**src/rtl/grp_sched_top.sv**
```systemverilog
// -----------------------------------------------------------------------------
// grp_sched_top
//
// Top-level group scheduler. Arbitrates among GRID*GRID groups with a
// round-robin pointer, holds a single grant until the granted group signals
// done, drops its request, or the grant times out, then broadcasts a one-cycle
// release pulse before the next arbitration.
//
// Parameters
//   GRID   groups per side; N = GRID*GRID groups, index g = row*GRID + col
//   TMO    grant timeout in cycles (0 disables the timeout)
//   TMO_W  width of the grant cycle counter (TMO <= 2**TMO_W - 1)
//
// Ports
//   clk_i      clock, all state on the rising edge
//   reset_i    asynchronous, active-low reset
//   enable_i   permits new grants; does not abort a grant in progress
//   req_i      per-group request  [row][col]
//   done_i     per-group done     [row][col]; only the granted group's bit counts
//   gnt_o      one-hot grant      [row][col]
//   release_o  one-cycle pulse when a grant ends
//   gx_o/gy_o  row / column of the current (or last) grant
//   active_o   high while a grant is held
//   timeout_o  one-cycle pulse, coincident with release_o, on timeout
// -----------------------------------------------------------------------------
module grp_sched_top #(
    parameter int GRID  = 2,
    parameter int TMO   = 64,
    parameter int TMO_W = 8
) (
    input  logic                           clk_i,
    input  logic                           reset_i,
    input  logic                           enable_i,
    input  logic [GRID-1:0][GRID-1:0]      req_i,
    input  logic [GRID-1:0][GRID-1:0]      done_i,
    output logic [GRID-1:0][GRID-1:0]      gnt_o,
    output logic                           release_o,
    output logic [((GRID > 1) ? $clog2(GRID) : 1)-1:0] gx_o,
    output logic [((GRID > 1) ? $clog2(GRID) : 1)-1:0] gy_o,
    output logic                           active_o,
    output logic                           timeout_o
);

    localparam int N  = GRID * GRID;
    localparam int PW = (N > 1) ? $clog2(N) : 1;
    localparam int XW = (GRID > 1) ? $clog2(GRID) : 1;

    localparam bit             TMO_EN   = (TMO != 0);
    localparam logic [TMO_W-1:0] TMO_LAST = TMO_W'((TMO > 0) ? TMO - 1 : 0);

    typedef enum logic [1:0] {
        S_IDLE    = 2'd0,
        S_GRANT   = 2'd1,
        S_RELEASE = 2'd2
    } state_t;

    // Registered state and outputs
    state_t            r_state;
    logic [N-1:0]      r_gnt;
    logic [PW-1:0]     r_win;
    logic [PW-1:0]     r_ptr;
    logic [TMO_W-1:0]  r_cnt;
    logic [XW-1:0]     r_gx;
    logic [XW-1:0]     r_gy;
    logic              r_release;
    logic              r_timeout;
    logic              r_active;

    // Next-state values
    state_t            w_state_nxt;
    logic [N-1:0]      w_gnt_nxt;
    logic [PW-1:0]     w_win_nxt;
    logic [PW-1:0]     w_ptr_nxt;
    logic [TMO_W-1:0]  w_cnt_nxt;
    logic [XW-1:0]     w_gx_nxt;
    logic [XW-1:0]     w_gy_nxt;
    logic              w_release_nxt;
    logic              w_timeout_nxt;

    // Flattened request/done; packed [row][col] flattens to row*GRID + col
    logic [N-1:0]      w_req;
    logic [N-1:0]      w_done;
    assign w_req  = req_i;
    assign w_done = done_i;

    // Round-robin search: candidates (ptr+1), (ptr+2), ... (ptr+N), all mod N
    logic              w_found;
    logic [PW-1:0]     w_sel;
    logic [PW-1:0]     w_idx;

    // NOTE: every signal written in always_comb gets a default first, so no
    // path leaves it unassigned and no latch is inferred.
    always_comb begin
        w_found = 1'b0;
        w_sel   = '0;
        w_idx   = '0;
        for (int i = 1; i <= N; i++) begin
            w_idx = PW'((int'(r_ptr) + i) % N);
            if (!w_found && w_req[w_idx]) begin
                w_found = 1'b1;
                w_sel   = w_idx;
            end
        end
    end

    logic w_win_req;
    logic w_win_done;
    logic w_tmo_hit;
    assign w_win_req  = w_req[r_win];
    assign w_win_done = w_done[r_win];
    assign w_tmo_hit  = TMO_EN && (r_cnt == TMO_LAST);

    // Next-state and next-output logic
    always_comb begin
        w_state_nxt   = r_state;
        w_gnt_nxt     = r_gnt;
        w_win_nxt     = r_win;
        w_ptr_nxt     = r_ptr;
        w_cnt_nxt     = r_cnt;
        w_gx_nxt      = r_gx;
        w_gy_nxt      = r_gy;
        w_release_nxt = 1'b0;
        w_timeout_nxt = 1'b0;

        case (r_state)
            S_IDLE: begin
                w_gnt_nxt = '0;
                if (enable_i && w_found) begin
                    w_state_nxt       = S_GRANT;
                    w_gnt_nxt[w_sel]  = 1'b1;
                    w_win_nxt         = w_sel;
                    w_gx_nxt          = XW'(int'(w_sel) / GRID);
                    w_gy_nxt          = XW'(int'(w_sel) % GRID);
                    w_cnt_nxt         = '0;
                end
            end

            S_GRANT: begin
                // Priority: done beats request drop beats timeout, so a done
                // arriving on the expiry cycle never reports a timeout.
                if (w_win_done || !w_win_req || w_tmo_hit) begin
                    w_state_nxt   = S_RELEASE;
                    w_gnt_nxt     = '0;
                    w_release_nxt = 1'b1;
                    w_ptr_nxt     = r_win;
                    w_timeout_nxt = !w_win_done && w_win_req && w_tmo_hit;
                end else if (r_cnt != {TMO_W{1'b1}}) begin
                    w_cnt_nxt = r_cnt + 1'b1;
                end
            end

            S_RELEASE: begin
                w_state_nxt = S_IDLE;
                w_gnt_nxt   = '0;
            end

            default: begin
                w_state_nxt = S_IDLE;
                w_gnt_nxt   = '0;
            end
        endcase
    end

    // NOTE: sequential state uses non-blocking assignments so every register
    // samples the pre-edge values regardless of statement order.
    always_ff @(posedge clk_i or negedge reset_i) begin
        if (!reset_i) begin
            r_state   <= S_IDLE;
            r_gnt     <= '0;
            r_win     <= '0;
            r_ptr     <= PW'(N - 1);
            r_cnt     <= '0;
            r_gx      <= '0;
            r_gy      <= '0;
            r_release <= 1'b0;
            r_timeout <= 1'b0;
            r_active  <= 1'b0;
        end else begin
            r_state   <= w_state_nxt;
            r_gnt     <= w_gnt_nxt;
            r_win     <= w_win_nxt;
            r_ptr     <= w_ptr_nxt;
            r_cnt     <= w_cnt_nxt;
            r_gx      <= w_gx_nxt;
            r_gy      <= w_gy_nxt;
            r_release <= w_release_nxt;
            r_timeout <= w_timeout_nxt;
            r_active  <= (w_state_nxt == S_GRANT);
        end
    end

    assign gnt_o     = r_gnt;
    assign release_o = r_release;
    assign timeout_o = r_timeout;
    assign active_o  = r_active;
    assign gx_o      = r_gx;
    assign gy_o      = r_gy;

endmodule

```
**config.mk**
```make
export PLATFORM = sky130hd
export DESIGN_NAME = grp_sched_top
export DESIGN_NICKNAME = d
export VERILOG_FILES = /design/src/rtl/grp_sched_top.sv
export SDC_FILE = /design/constraint.sdc
export NUM_CORES = 1
export LEC_CHECK = 0
export ABC_AREA = 1
export CORE_UTILIZATION = 50
export DETAILED_ROUTE_END_ITERATION = 8
export GPL_TIMING_DRIVEN = 0
export HOLD_SLACK_MARGIN = 0.02
export PLACE_DENSITY_LB_ADDON = 0.15
export SYNTH_ARGS = -nofsm -noshare
export SYNTH_HDL_FRONTEND = slang
export SYNTH_SLANG_ARGS = --single-unit
export TNS_END_PERCENT = 100
```
**constraint.sdc**
```tcl
create_clock -name clk_i -period 1.7 [get_ports clk_i]
set_input_delay 0.34 -clock clk_i [delete_from_list [all_inputs] [get_ports clk_i]]
set_output_delay 0.34 -clock clk_i [all_outputs]
set_load 0.03 [all_outputs]
```
==> flow_summary.yaml <==
worst_setup_path:
  critPathBufInv: 2
  crit_required_ns: 1.92
  crit-reg2reg-launch: "r_ptr[0]"
  slowest_delay_ns: 0.63
  endpoint_kind: "register"
  cp.arrival_ns: 1.98
  startpoint: "r_ptr[0]"
  crit_path_start_kind: "register"
  crit_path_max_fanout: 8
  cp_common_cell: "nand2_2"
  crit_slowest_cell: "dfstp_2"
  crit_chain: "inv_4 > nand2_2 > nand2_2 > nand2_2 > nand2_4 > nor2_4 > nand3_4 > nand2_4 > nand2_8 > buf_6 > nand3_2 > nand2_1"
  crit_family: "simple AND/OR/NAND/NOR gates"
  crit_type: "reg -> reg"
detailed_routing:
  wl_per_cell_microns: 13.60
  viasPerCell: 5.262
  drt_iter0_drc: 51
  num_vias: 1305
  first_pass_iters: 4
  routed_wl_mm: 3.373
  ant_nets: 0
  drcViolationCount: 0
power:
  ir_worst_vdd_mv: 1.579
  leakage_nw: 0.9706
  p_per_area_nw_per_um2: 1832
timing:
  slew_viol_final: 0
  hold_viol: 0
  setup_slack_ns: -0.05899
  min_period_ns: 1.759
  fmax_mhz: 568.5
  worst_pin_slew_ns: 0.9396
  max_slew_margin_pct: 37.16
  rsz0062_at_grt: "yes"
  setup_violations: 12
  hold_ws_ns: 0.4998
  fin_crit_sh_pct: 103.5
  timing.clock.skew_ns: 0.01665
status:
  violations: "negative setup slack"
  status: "finished, violations left"
die:
  die-area_sq_um: 2847
  die_x_microns: 53.36
  start_util_pct: 53.23
  die_h_microns: 53.36
  std_cell_rows: 18
  ios: 20
  core_region_area_sq_um: 2477
placed_design:
  gp_congestion: 0.8595
  place_area_sq_um: 1546
  post-place-ws_ns: -0.3690
  dp.final_hpwl_mm: 2.124
  place.port_buffers: 19
global_route:
  met2_usage_pct: 43.33
  grt.met3_usage_pct: 6.322
  grt_overflow: 0
  grt_max_degree: 22
  grt.busiest_layer: "met2"
  grtUsageTotal_pct: 26.81
  met1_usage_pct: 34.70
  antenna_found_initial: 0
  grt_pass1_vias: 1273
  grt_pass1_wl_mm: 5.513
clocking:
  clock_latency_ns: 0.31
  cts_num_sinks: 21
  h-tree-depth: 1
  ctsLongestPathBuffers: 2
  cts.reportedPaths.clkPinSlew_ns: 0.12
  numCtsBuffers: 3
  ctsHoldBuffers: 0
  cts_root_buffer: "clkbuf_4"
  cts_tree: "built"
logic_synthesis:
  netlist_instances: 182
  yosysWarnings: 0
  yosys.cell_types.count: 27
  syn_avg_cell_area_sq_um: 7.246
  synth_seq_cells: 21
  yosysSeqAreaShare_pct: 40.04
  syn_area_sq_um: 1319
  synth_nets: 194
layout:
  n_antenna_cell: 0
  drive_gt1_share_pct: 27.52
  finalInstanceArea_sq_um: 1800
  final_cell_mix: "nand2_1, dfrtp_1, nand2_2"
  fillers: 194
  nets: 231
  syn_to_final_growth_pct: 36.53
  mostFrequentLayoutCell: "nand2_1"
  fin_util_pct: 72.68
flow_run:
  max-cap-violations: 0
min_path:
  min_from: "r_cnt[7]"
  hold_path.class: "reg -> reg"
## synthesized netlist by cell type
master,number,area (sq um)
a21boi_4,1,18.77
a21oi_1,6,30.03
a21oi_2,1,8.760
buf_4,1,7.510
dfrtp_1,19,475.5
dfstp_2,2,52.55
ha_1,1,12.51
inv_1,14,52.55
inv_2,3,11.26
inv_4,1,6.260
nand2_1,70,262.8
nand2_2,6,37.54
nand2_4,4,45.04
nand3_1,14,70.07
nand3_2,3,30.03
nand3b_1,2,15.01
nand4_1,2,12.51
nor2_1,17,63.81
nor2_2,1,6.260
nor2_4,1,11.26
nor3_1,1,5.000
nor3b_1,2,15.01
nor3b_2,1,12.51
o21ai_0,3,15.01
o21ai_1,3,15.01
xnor2_1,1,8.760
xor2_1,2,17.52
## logic make-up (layout without fill, tap and decap cells)
family	count (synthesis)	in the layout	synth area share [%]
compound gates	14	15	6.641
xor+xnor	3	3	1.993
fa+ha+maj	1	1	0.9486
buf+inv	19	54	5.883
flops	21	21	40.04
simple gates	124	124	44.50
## stage by stage
stage / power (mW) / TNS [ns] / std cells
after floorplan: 2.086 / 0 / 182
after global placement: 2.491 / -3.787 / 231
after detailed placement: 2.534 / -4.198 / 231
after CTS: 3.132 / -0.06471 / 244
after global routing: 3.547 / -2.149 / 248
final: 3.299 / -0.4384 / 248
## power breakdown
part | switching (mW) | internal [mW]
Clock | 0.148 | 0.0914
Sequential | 0.124 | 0.669
Combinational | 1.43 | 0.833
Total | 1.71 | 1.59
## tightest hold or removal path: cells and delay by family (launching register included)
kind	cells	cell delay, ns
flip-flops	1	0.37
AND/OR/NAND/NOR	2	0.10
## routing by layer
layer  share of wire [%]  routed length, microns
met1                  44                    1476
met2                  50                    1700
met3                 4.2                     141
met4                 1.6                      54
met5                   0                       0
## worst paths after layout
| check | cells after the start | to | slack, ns |
|---|---|---|---|
| max reg2reg | 12 | r_cnt[5] | -0.06 |
| max | 12 | r_cnt[5] | -0.06 |
| max in group asynchronous | 1 | gnt_o[2] | 0.57 |
| min in group asynchronous | 1 | r_win[1] | 0.54 |
| min reg2reg | 2 | r_cnt[7] | 0.50 |
| min | 2 | r_cnt[7] | 0.50 |
## state kept, by name, summed over array words and instances, names as in the netlist
signal and count:
r_ptr 2, active_o 1, r_state 2, r_win 2, timeout_o 1, gnt_o 4
r_cnt 8, release_o 1
## final cells by class
type / instances / area, sq um / area share [%]
clock buffers: 4 / 26.28 / 1.459
inverters: 18 / 70.07 / 3.892
multi-input cells: 143 / 829.5 / 46.07
flip-flops and latches: 21 / 528.0 / 29.33
well taps: 30 / 37.54 / 2.085
repair buffers: 32 / 309.0 / 17.16
## what timing repair did
action                     4_1_cts  5_1_grt
cloned                           1        0
setup endpoints to repair       15       24
pin swaps                        9        4
setup buffers                    9        4
gates resized for setup         28       11
No activity file was read; power rests on OpenSTA's default activity.
